==> config.mk <==
export PLATFORM = sky130hd
export DESIGN_NAME = wb_port_arbiter
export DESIGN_NICKNAME = d
export VERILOG_FILES = /design/src/rtl/wb_port_arbiter_pkg.sv /design/src/rtl/wb_scoreboard.sv /design/src/rtl/wb_port_arbiter.sv
export SDC_FILE = /design/constraint.sdc
export NUM_CORES = 1
export LEC_CHECK = 0
export ABC_AREA = 1
export BUFFER_PORTS_ARGS = -buffer_cell sky130_fd_sc_hd__buf_2
export CAP_MARGIN = 30
export CORE_MARGIN = 3
export CORE_UTILIZATION = 35
export DETAILED_ROUTE_END_ITERATION = 16
export MAX_ROUTING_LAYER = met4
export SETUP_SLACK_MARGIN = 0.2
export SYNTH_ARGS = -nofsm -noshare
export SYNTH_HDL_FRONTEND = slang
export SYNTH_SLANG_ARGS = --single-unit
export TNS_END_PERCENT = 50
==> constraint.sdc <==
create_clock -name clk -period 2.2 [get_ports clk]
set_input_delay 0.22 -clock clk [delete_from_list [all_inputs] [get_ports clk]]
set_output_delay 0.22 -clock clk [all_outputs]
set_load 0.03 [all_outputs]
==> src/rtl/wb_port_arbiter_pkg.sv <==
// Shared constants for the register-file writeback arbiter: widths, register
// count, grant source encodings and small decode helpers.
package wb_port_arbiter_pkg;

   localparam int XLEN       = 32;
   localparam int REG_ADDR_W = 5;
   localparam int NUM_REGS   = 32;

   // Grant source encoding, also handy when tracing which unit owned the port
   localparam logic [1:0] SRC_NONE = 2'd0;
   localparam logic [1:0] SRC_PIPE = 2'd1;
   localparam logic [1:0] SRC_LSU  = 2'd2;
   localparam logic [1:0] SRC_MDU  = 2'd3;

   function automatic logic rd_is_live(input logic [REG_ADDR_W-1:0] rd);
      return rd != '0;
   endfunction

   // One-hot select of a register; x0 maps to an empty mask so it is never tracked
   function automatic logic [NUM_REGS-1:0] rd_onehot(input logic [REG_ADDR_W-1:0] rd);
      logic [NUM_REGS-1:0] mask;
      mask = '0;
      if (rd_is_live(rd)) begin
         mask[rd] = 1'b1;
      end
      return mask;
   endfunction

endpackage

==> src/rtl/wb_scoreboard.sv <==
// Pending-write scoreboard for long-latency destinations: one bit per register,
// set on issue, cleared on writeback, with two combinational busy lookups.
module wb_scoreboard
   import wb_port_arbiter_pkg::*;
(
   input  logic                  clk,
   input  logic                  rst_n,
   input  logic                  set_en,
   input  logic [REG_ADDR_W-1:0] set_rd,
   input  logic                  clr_en,
   input  logic [REG_ADDR_W-1:0] clr_rd,
   input  logic [REG_ADDR_W-1:0] look_a_rd,
   output logic                  look_a_busy,
   input  logic [REG_ADDR_W-1:0] look_b_rd,
   output logic                  look_b_busy,
   output logic [NUM_REGS-1:0]   busy_mask
);

   logic [NUM_REGS-1:0] set_mask;
   logic [NUM_REGS-1:0] clr_mask;
   logic [NUM_REGS-1:0] busy_next;

   always_comb begin
      set_mask = set_en ? rd_onehot(set_rd) : '0;
      clr_mask = clr_en ? rd_onehot(clr_rd) : '0;
      // A new issue to the same register outranks the retiring write
      busy_next = (busy_mask & ~clr_mask) | set_mask;
   end

   always_ff @(posedge clk or negedge rst_n) begin
      if (!rst_n) begin
         busy_mask <= '0;
      end else begin
         busy_mask <= busy_next;
      end
   end

   assign look_a_busy = rd_is_live(look_a_rd) && busy_mask[look_a_rd];
   assign look_b_busy = rd_is_live(look_b_rd) && busy_mask[look_b_rd];

endmodule

==> src/rtl/wb_port_arbiter.sv <==
// Arbitrates the single register-file write port between pipeline, late load
// and mul/div results, with WAW stalls and a pipe starvation override.
module wb_port_arbiter
   import wb_port_arbiter_pkg::*;
#(
   parameter int STARVE_LIMIT = 4,
   parameter int XLEN         = wb_port_arbiter_pkg::XLEN
) (
   input  logic                  clk,
   input  logic                  rst_n,
   input  logic                  pipe_valid,
   input  logic [REG_ADDR_W-1:0] pipe_rd,
   input  logic [XLEN-1:0]       pipe_data,
   output logic                  pipe_ready,
   input  logic                  lsu_valid,
   input  logic [REG_ADDR_W-1:0] lsu_rd,
   input  logic [XLEN-1:0]       lsu_data,
   output logic                  lsu_ready,
   input  logic                  mdu_valid,
   input  logic [REG_ADDR_W-1:0] mdu_rd,
   input  logic [XLEN-1:0]       mdu_data,
   output logic                  mdu_ready,
   input  logic                  issue_valid,
   input  logic [REG_ADDR_W-1:0] issue_rd,
   output logic                  issue_ready,
   output logic [NUM_REGS-1:0]   busy_mask,
   output logic                  rf_we,
   output logic [REG_ADDR_W-1:0] rf_waddr,
   output logic [XLEN-1:0]       rf_wdata
);

   localparam int CNT_W = (STARVE_LIMIT < 1) ? 1 : $clog2(STARVE_LIMIT + 1);
   localparam logic [CNT_W-1:0] CNT_MAX = CNT_W'(STARVE_LIMIT);

   logic                  pipe_busy;
   logic                  issue_busy;
   logic                  pipe_elig;
   logic                  force_pipe;
   logic [1:0]            src;
   logic                  grant;
   logic [REG_ADDR_W-1:0] grant_rd;
   logic [XLEN-1:0]       grant_data;
   logic [CNT_W-1:0]      starve_cnt;
   logic                  sb_set_en;
   logic                  sb_clr_en;

   wb_scoreboard u_scoreboard (
      .clk         (clk),
      .rst_n       (rst_n),
      .set_en      (sb_set_en),
      .set_rd      (issue_rd),
      .clr_en      (sb_clr_en),
      .clr_rd      (grant_rd),
      .look_a_rd   (pipe_rd),
      .look_a_busy (pipe_busy),
      .look_b_rd   (issue_rd),
      .look_b_busy (issue_busy),
      .busy_mask   (busy_mask)
   );

   // A pipe write must not overtake an older long-latency write to the same rd
   assign pipe_elig  = pipe_valid && !pipe_busy;
   assign force_pipe = pipe_elig && (starve_cnt == CNT_MAX);

   always_comb begin
      src = SRC_NONE;
      if (!rst_n) begin
         src = SRC_NONE;
      end else if (force_pipe) begin
         src = SRC_PIPE;
      end else if (lsu_valid) begin
         src = SRC_LSU;
      end else if (mdu_valid) begin
         src = SRC_MDU;
      end else if (pipe_elig) begin
         src = SRC_PIPE;
      end
   end

   always_comb begin
      grant_rd   = '0;
      grant_data = '0;
      case (src)
         SRC_PIPE: begin
            grant_rd   = pipe_rd;
            grant_data = pipe_data;
         end
         SRC_LSU: begin
            grant_rd   = lsu_rd;
            grant_data = lsu_data;
         end
         SRC_MDU: begin
            grant_rd   = mdu_rd;
            grant_data = mdu_data;
         end
         default: begin
            grant_rd   = '0;
            grant_data = '0;
         end
      endcase
   end

   assign grant       = (src != SRC_NONE);
   assign pipe_ready  = (src == SRC_PIPE);
   assign lsu_ready   = (src == SRC_LSU);
   assign mdu_ready   = (src == SRC_MDU);
   assign issue_ready = rst_n && !issue_busy;

   assign sb_set_en = issue_valid && issue_ready;
   assign sb_clr_en = (src == SRC_LSU) || (src == SRC_MDU);

   // Only an eligible pipe request that loses counts; a WAW-blocked one holds
   always_ff @(posedge clk or negedge rst_n) begin
      if (!rst_n) begin
         starve_cnt <= '0;
      end else if (!pipe_valid || pipe_ready) begin
         starve_cnt <= '0;
      end else if (pipe_elig && starve_cnt != CNT_MAX) begin
         starve_cnt <= starve_cnt + 1'b1;
      end
   end

   always_ff @(posedge clk or negedge rst_n) begin
      if (!rst_n) begin
         rf_we    <= 1'b0;
         rf_waddr <= '0;
         rf_wdata <= '0;
      end else if (grant) begin
         rf_we    <= rd_is_live(grant_rd);
         rf_waddr <= grant_rd;
         rf_wdata <= grant_data;
      end else begin
         rf_we    <= 1'b0;
      end
   end

endmodule

* Yosys cells after proc, flatten, opt, wreduce, memory -nomap -nowiden *
Index checks and enable logic that the tools add are counted.

storage, ports and cells
  register bits = 73
  output and inout port bits = 74

cells by class
  add/subtract/negate cells = 1
  order comparisons = 5
  equal/unequal tests = 5
  multiplexer cells = 22
  bitwise logic cells = 3
  reduce and logical (&&, ||, !) cells = 19

operators by type and width
  operator                                                                              count
  32-bit two-way mux                                                                    4
  32-bit case mux with 3 select lines                                                   1
  32-bit bitwise AND                                                                    1
  32-bit inverter                                                                       1
  32-bit OR                                                                             1
  5-bit by 6-bit < comparator with 1-bit output (second input constant)                 3
  5-bit case mux with 3 select lines                                                    1
  5-bit nonzero test                                                                    3
  1-bit binary-select mux with 5-bit select                                             2
  1-bit demux with 5-bit select                                                         2
  5-bit by 1-bit greater-or-equal comparator with 1-bit output (second input constant)  2
  1-bit logical AND                                                                     9
  2-bit two-way mux                                                                     4
  1-bit two-way mux                                                                     6
  3-bit two-way mux                                                                     2
  2-bit equality test (second input constant)                                           2
  2-bit nonzero test                                                                    2
  3-bit by 1-bit adder with 3-bit output (second input constant)                        1
  3-bit equality test (second input constant)                                           1
  1-bit zero test                                                                       3
  3-bit != test (second input constant)                                                 1
  2-bit by 1-bit equality test with 1-bit output (second input constant)                1
  1-bit logical OR                                                                      2

* Longest topological paths before layout *
  depth after elaboration = 21
  depth in mapped cells = 22

* By module *
From an unflattened synthesis, not the netlist that was laid out.

second synthesis, totals
  cells, all modules = 610
  area, all modules = 4365.4 µm²

by module, submodules not included
  module           times used  cells each  area an instance (µm²)  sequential area each (µm²)
  wb_port_arbiter  1           287         2242.2                  1026.0
  wb_scoreboard    1           323         2123.3                  800.8

* Least setup slack after synthesis *
No wires, ideal clock.

  path type = input to register
  start = in issue_rd[1]
  end = reg u_scoreboard.busy_mask[31]
  setup time = 0.066 ns
  arrival time = 2.363 ns
  path slack = -0.229 ns
  stages = 12
  path buffers = 0
  cells stage by stage = inv_1 > nand2_1 > clkinv_1 > a22oi_1 > a31oi_1 > a211oi_1 > nand4_1 > a21oi_1 > nand2_1 > nor2_1 > nand2_1 > nand2_1

on the way
  word-level cells in the longest chain between the ends = 8
  elaborated cells between the ends (all ways) = 15
  those cells by class = order compare: 2; mux: 6; bitwise: 1; reduce/logical: 6

RTL lines
  element                                    RTL line                text
  start: declaration                         wb_port_arbiter.sv:24   input logic [REG_ADDR_W-1:0] issue_rd,
  1-bit binary-select mux with 5-bit select  wb_scoreboard.sv:39     assign look_b_busy = rd_is_live(look_b_rd) && busy_mask[look_b_rd];
  1-bit two-way mux (implied by the code)    wb_scoreboard.sv:39
  1-bit logical AND (*)                      wb_scoreboard.sv:39
  1-bit zero test (*)                        wb_port_arbiter.sv:107  assign issue_ready = rst_n && !issue_busy;
  1-bit logical AND (*)                      wb_port_arbiter.sv:107
  named net issue_ready                      wb_port_arbiter.sv:25   output logic issue_ready,
  1-bit logical AND (*)                      wb_port_arbiter.sv:109  assign sb_set_en = issue_valid && issue_ready;
  32-bit two-way mux (*)                     wb_scoreboard.sv:24     set_mask = set_en ? rd_onehot(set_rd) : '0;
  32-bit OR (*)                              wb_scoreboard.sv:27     busy_next = (busy_mask & ~clr_mask) | set_mask;
  named net u_scoreboard.busy_next[31]       wb_scoreboard.sv:21     logic [NUM_REGS-1:0] busy_next;
  end signal: assignment                     wb_scoreboard.sv:34     busy_mask <= busy_next;
  end: declaration                           wb_scoreboard.sv:16     output logic [NUM_REGS-1:0] busy_mask

The timed path passes the listed nets; every way through them passes the cells marked *. The select of a mux whose other input is x is not followed.
A chain may end at the register's enable or synchronous reset.

* Final worst setup path *
  start = reg u_scoreboard.busy_mask[2]
  end = reg u_scoreboard.busy_mask[12]

on the way
  word-level cells in the longest chain between the ends = 21
  elaborated cells between the ends (all ways) = 34
  those cells by class = order compare: 2; eq/ne: 3; mux: 15; bitwise: 3; reduce/logical: 11

RTL lines
  element                                    RTL line                   text
  1-bit binary-select mux with 5-bit select  wb_scoreboard.sv:38        assign look_a_busy = rd_is_live(look_a_rd) && busy_mask[look_a_rd];
  1-bit two-way mux (implied by the code)    wb_scoreboard.sv:38
  1-bit logical AND                          wb_scoreboard.sv:38
  1-bit zero test                            wb_port_arbiter.sv:62      assign pipe_elig = pipe_valid && !pipe_busy;
  1-bit logical AND                          wb_port_arbiter.sv:62
  1-bit two-way mux                          wb_port_arbiter.sv:75      end else if (pipe_elig) begin
  2-bit two-way mux                          wb_port_arbiter.sv:73      end else if (mdu_valid) begin
  2-bit two-way mux                          wb_port_arbiter.sv:71      end else if (lsu_valid) begin
  [6 not listed]                             -
  1-bit two-way mux (implied by the code)    wb_port_arbiter_pkg.sv:24  mask[rd] = 1'b1;
  1-bit demux with 5-bit select              -
  32-bit two-way mux                         wb_port_arbiter_pkg.sv:23  if (rd_is_live(rd)) begin
  32-bit two-way mux                         wb_scoreboard.sv:25        clr_mask = clr_en ? rd_onehot(clr_rd) : '0;
  32-bit inverter                            wb_scoreboard.sv:27
  32-bit bitwise AND                         wb_scoreboard.sv:27
  32-bit OR (*)                              wb_scoreboard.sv:27
  named net u_scoreboard.busy_next[12]       wb_scoreboard.sv:21

Marks and branches as above.

==> flow_metrics.env <==
export IMPL_status="complete, but fails checks"
export IMPL_failing_checks="setup timing"
export IMPL_placementRows=40
export IMPL_finish_cell_count_without_fillers=1136
export IMPL_synth_fa_ha_area_share_pct=0.5680
export IMPL_p_comb_share_pct=41.4
export IMPL_cts_tree="yes"
export IMPL_timing_worst_slew_pin_value_ps=700.5
export IMPL_grt_pass1_vias=5590
export IMPL_numClockSinks=73
export IMPL_insertion_delay_ps=340
export IMPL_grt_start_max_net_pins=53
export IMPL_power_per_cell_area_mw_per_mm2=726.4
export IMPL_design_die_area_mm2=0.01397
export IMPL_seq_area_frac_synth_pct=41.47
export IMPL_detailed_place_area_mm2=0.006436
export IMPL_slowest_delay_ps=410
export IMPL_max_clock_path_buffers=2
export IMPL_post_synth_inst_count=650
export IMPL_timing_max_transition_violations_final=0
export IMPL_detailed_place_hpwl_mm=13.92
export IMPL_power_frac_clock_pct=25.7
export IMPL_reg2reg_to="u_scoreboard.busy_mask[12]$_DFF_PN0_"
export IMPL_drt_drc_violations_left=0
export IMPL_synth_simple_area_share_pct=44.59
export IMPL_die_width_um=118.2
export IMPL_p_leak_uw=0.003873
export IMPL_crit_path_frequent_cell="nand2_1"
export IMPL_place_worst_setup_slack_ps=-431.3
export IMPL_number_of_register_bits_inferred_by_synthesis=73
export IMPL_ordered_list_of_cells_on_the_worst_path="inv_2, nand2_1, nand3_2, nand2_1, nand2_1, nand2_1, nand2_1, nand2_1, nand2_2, nand4_1, nand2_2, nand2_4, buf_12, nand3_4, nand3_4, nor3_4, buf_12, nand2_1, nand2_1, nand2_1"
export IMPL_core_region_area_mm2=0.01216
export IMPL_synth_warnings=0
export IMPL_finalSetupViolCount=75
export IMPL_antenna_found_initial=0
export IMPL_cts_root_buffer_cell="clkbuf_16"
export IMPL_crit_fanout=7
export IMPL_via_per_inst=4.855
export IMPL_timing_critical_path_max_delay_family="simple AND/OR/NAND/NOR gates"
export IMPL_grt_util_all_layers_pct=26.34
export IMPL_reg2reg_slack_ps=-390
export IMPL_yosys_mux_area_fraction_pct=0
export IMPL_synth_top_family_by_area="simple AND/OR/NAND/NOR gates"
export IMPL_global_route_overflow_total=0
export IMPL_crit_end_element="register"
export IMPL_tritoncts_num_buffers=9
export IMPL_drt_first_pass_iters=5
export IMPL_finalInstanceArea_mm2=0.007295
export IMPL_remaining_antenna_violation_count_after_routing=0
export IMPL_final_setup_skew_ps=6.199
export IMPL_via_count=5515
export IMPL_path_clk_slew_ps=60
export IMPL_worst_endpoint_arrival_ps=2810
export IMPL_synth_cell_type_count=37
export IMPL_cell_internal_power_uw=3228
export IMPL_maximum_ir_drop_on_the_vdd_rail_mv=0.4467
export IMPL_htree_num_levels=3
export IMPL_maxCapViolCount=0
export IMPL_rsz0062_at_grt="true"
export IMPL_post_route_period_util_pct=117.5
export IMPL_synth_compound_gate_area_share_pct=5.197
export IMPL_initial_core_util_pct=36.22
export IMPL_syn_area_mm2=0.004405
export IMPL_antenna_cells_inserted=0
export IMPL_grt_pass1_wl_mm=28.35
export IMPL_num_nets_final=1088
export IMPL_die_y_um=118.2
export IMPL_worst_r2r_path_depth=20
export IMPL_r2r_start="u_scoreboard.busy_mask[2]$_DFF_PN0_"
export IMPL_hold_viol=0
export IMPL_criticalPathCategory="reg -> reg"
export IMPL_drt_wirelength_per_cell_um=15.94
export IMPL_critPathRequiredTime_ps=2430
export IMPL_placed_cells=1099
export IMPL_place_congestion=0.9448
export IMPL_seq_power_share_pct=33.0
export IMPL_hp_class="in -> async"
export IMPL_synth_xor_area_share_pct=0
export IMPL_i_o_pins=196
export IMPL_final_setup_worst_slack_ps=-385.1
export IMPL_cp_startpoint="u_scoreboard.busy_mask[2]$_DFF_PN0_"
export IMPL_max_freq_ghz=0.3868
export IMPL_io_buffers=195
export IMPL_critical_path_n_buffers_inverters=3
export IMPL_crit_slowest_cell="dfrtp_2"
export IMPL_synthToLayoutAreaGrowth_pct=65.58
export IMPL_mean_instance_size_in_the_synthesized_netlist_um2=6.778
export IMPL_net_switching_power_uw=2071
export IMPL_tmin_final_ps=2585
export IMPL_syn_nets=774
export IMPL_finalWirelength_mm=18.11
export IMPL_maxSlewHeadroom_pct=53.30
export IMPL_swShare_pct=39.08
export IMPL_drive_gt1_share_pct=48.14
export IMPL_critical_path_startpoint_type="register"
export IMPL_number_of_design_rule_violations_left_by_the_first_detailed_router_iteration=374
## registers in the layout (all words and copies together) (netlist names)
name / cells
rf_wdata: 32
rf_waddr: 5
starve_cnt: 3
rf_we: 1
u_scoreboard.busy_mask: 32
## through the flow
step / total power, uW / utilization [%] / setup TNS, ps / hold slack [ps]
after floorplan: 2819 / - / -664.9 / -75.59
after global placement: 3771 / 52.92 / -15060 / 266.0
after detailed placement: 3779 / 52.92 / -19690 / 262.6
after CTS: 5269 / 58.33 / -5388 / 71.84
after global routing: 5588 / 59.98 / -32700 / 85.29
final: 5299 / 59.98 / -20380 / 65.04
## synthesized netlist by cell type (all sizes together)
| master | n | area (um^2) |
|---|---|---|
| nand2 | 332 | 1269 |
| dfrtp | 73 | 1827 |
| inv | 67 | 254.0 |
| nand4 | 44 | 281.5 |
| nand3 | 38 | 217.7 |
| nor2 | 25 | 140.1 |
| o21ai | 18 | 90.09 |
| clkbuf | 13 | 48.80 |
| nor3 | 9 | 50.05 |
| buf | 7 | 46.29 |
| a22oi | 4 | 30.03 |
| o22ai | 4 | 25.02 |
| a21oi | 3 | 26.28 |
| clkinv | 3 | 11.26 |
| o221ai | 3 | 26.28 |
| ha | 2 | 25.02 |
| a211oi | 1 | 7.510 |
| a22o | 1 | 8.760 |
| a31oi | 1 | 6.260 |
| a41oi | 1 | 8.760 |
| or2 | 1 | 6.260 |
## worst reg2reg max path, stage by stage (launching register included)
cell,delay (ps)
dfrtp_2,410
inv_2,50
nand2_1,90
nand3_2,100
nand2_1,60
nand2_1,50
nand2_1,50
nand2_1,50
nand2_1,60
nand2_2,90
nand4_1,230
nand2_2,220
nand2_4,140
buf_12,180
nand3_4,80
nand3_4,90
nor3_4,210
buf_12,150
nand2_1,50
nand2_1,60
nand2_1,50
## timing repair
item | in CTS | in global routing
setup endpoints to repair | 76 | 76
pin swaps | 32 | 9
buffers inserted | 13 | 7
endpoints found under the hold margin | 21 | 0
hold buffers | 1 | 0
gates cloned | 1 | 0
resized for setup | 75 | 39
## placed cells by master (no fill, tap or decap), types with 7 or more instances in the layout
cell / synthesis / final
buf_2: 1 / 190
clkbuf_16: 0 / 9
nand2_1: 327 / 303
dfrtp_1: 73 / 43
nand4_1: 43 / 43
inv_1: 60 / 43
nand3_4: 1 / 10
o21ai_0: 16 / 7
nand3_2: 3 / 10
buf_4: 3 / 106
nand2_2: 3 / 23
nor2_1: 18 / 14
nor2_4: 3 / 7
inv_2: 6 / 19
nor3_1: 8 / 8
buf_6: 1 / 16
nand3_1: 34 / 18
dfrtp_2: 0 / 30
## how the worst max path moves through the flow
stage | endpoint | slack, ps | depth (start not counted)
after floorplan | u_scoreboard.busy_mask[8]$_DFF_PN0_ | -40 | 20
after global placement | rf_we$_DFF_PN0_ | -360 | 19
after detailed placement | rf_we$_DFF_PN0_ | -430 | 20
after CTS | mdu_ready | -180 | 15
after global routing | u_scoreboard.busy_mask[14]$_DFF_PN0_ | -570 | 21
final | u_scoreboard.busy_mask[12]$_DFF_PN0_ | -390 | 20
## cells by family after synthesis
logic type               count (synthesis)
AO/OA/AOI/OAI                           36
AND/OR/NAND/NOR                        449
flip-flops                              73
adder cells (fa/ha/maj)                  2
buffers and inverters                   90
## layer usage
| metal | vias up | global-route usage (%) | part of all wire [%] |
|---|---|---|---|
| met5 | - | - | 0 |
| met4 | 0 | 9.451 | 3.0 |
| met3 | 35 | 4.641 | 5.3 |
| met2 | 229 | 44.09 | 50 |
| met1 | 2555 | 32.03 | 41 |
| li1 | 2696 | - | - |
## cell type report
class / instances / area (um^2)
fill: 1116 / 4867
multi-input combinational: 487 / 2541
clock buffer: 10 / 239.0
clock inverter: 5 / 31.28
sequential: 73 / 1864
timing repair buffer: 323 / 2130
inverter: 70 / 279.0
tap: 168 / 210.2
## power groups by stage
stage	Combinational [uW]	Sequential, uW	Clock, uW
after floorplan	570	2250	0
after global placement	2020	1750	0
after detailed placement	2030	1750	0
after CTS	2140	1740	1390
after global routing	2360	1770	1460
final	2190	1750	1360
Power figures use the tool's default switching activity.
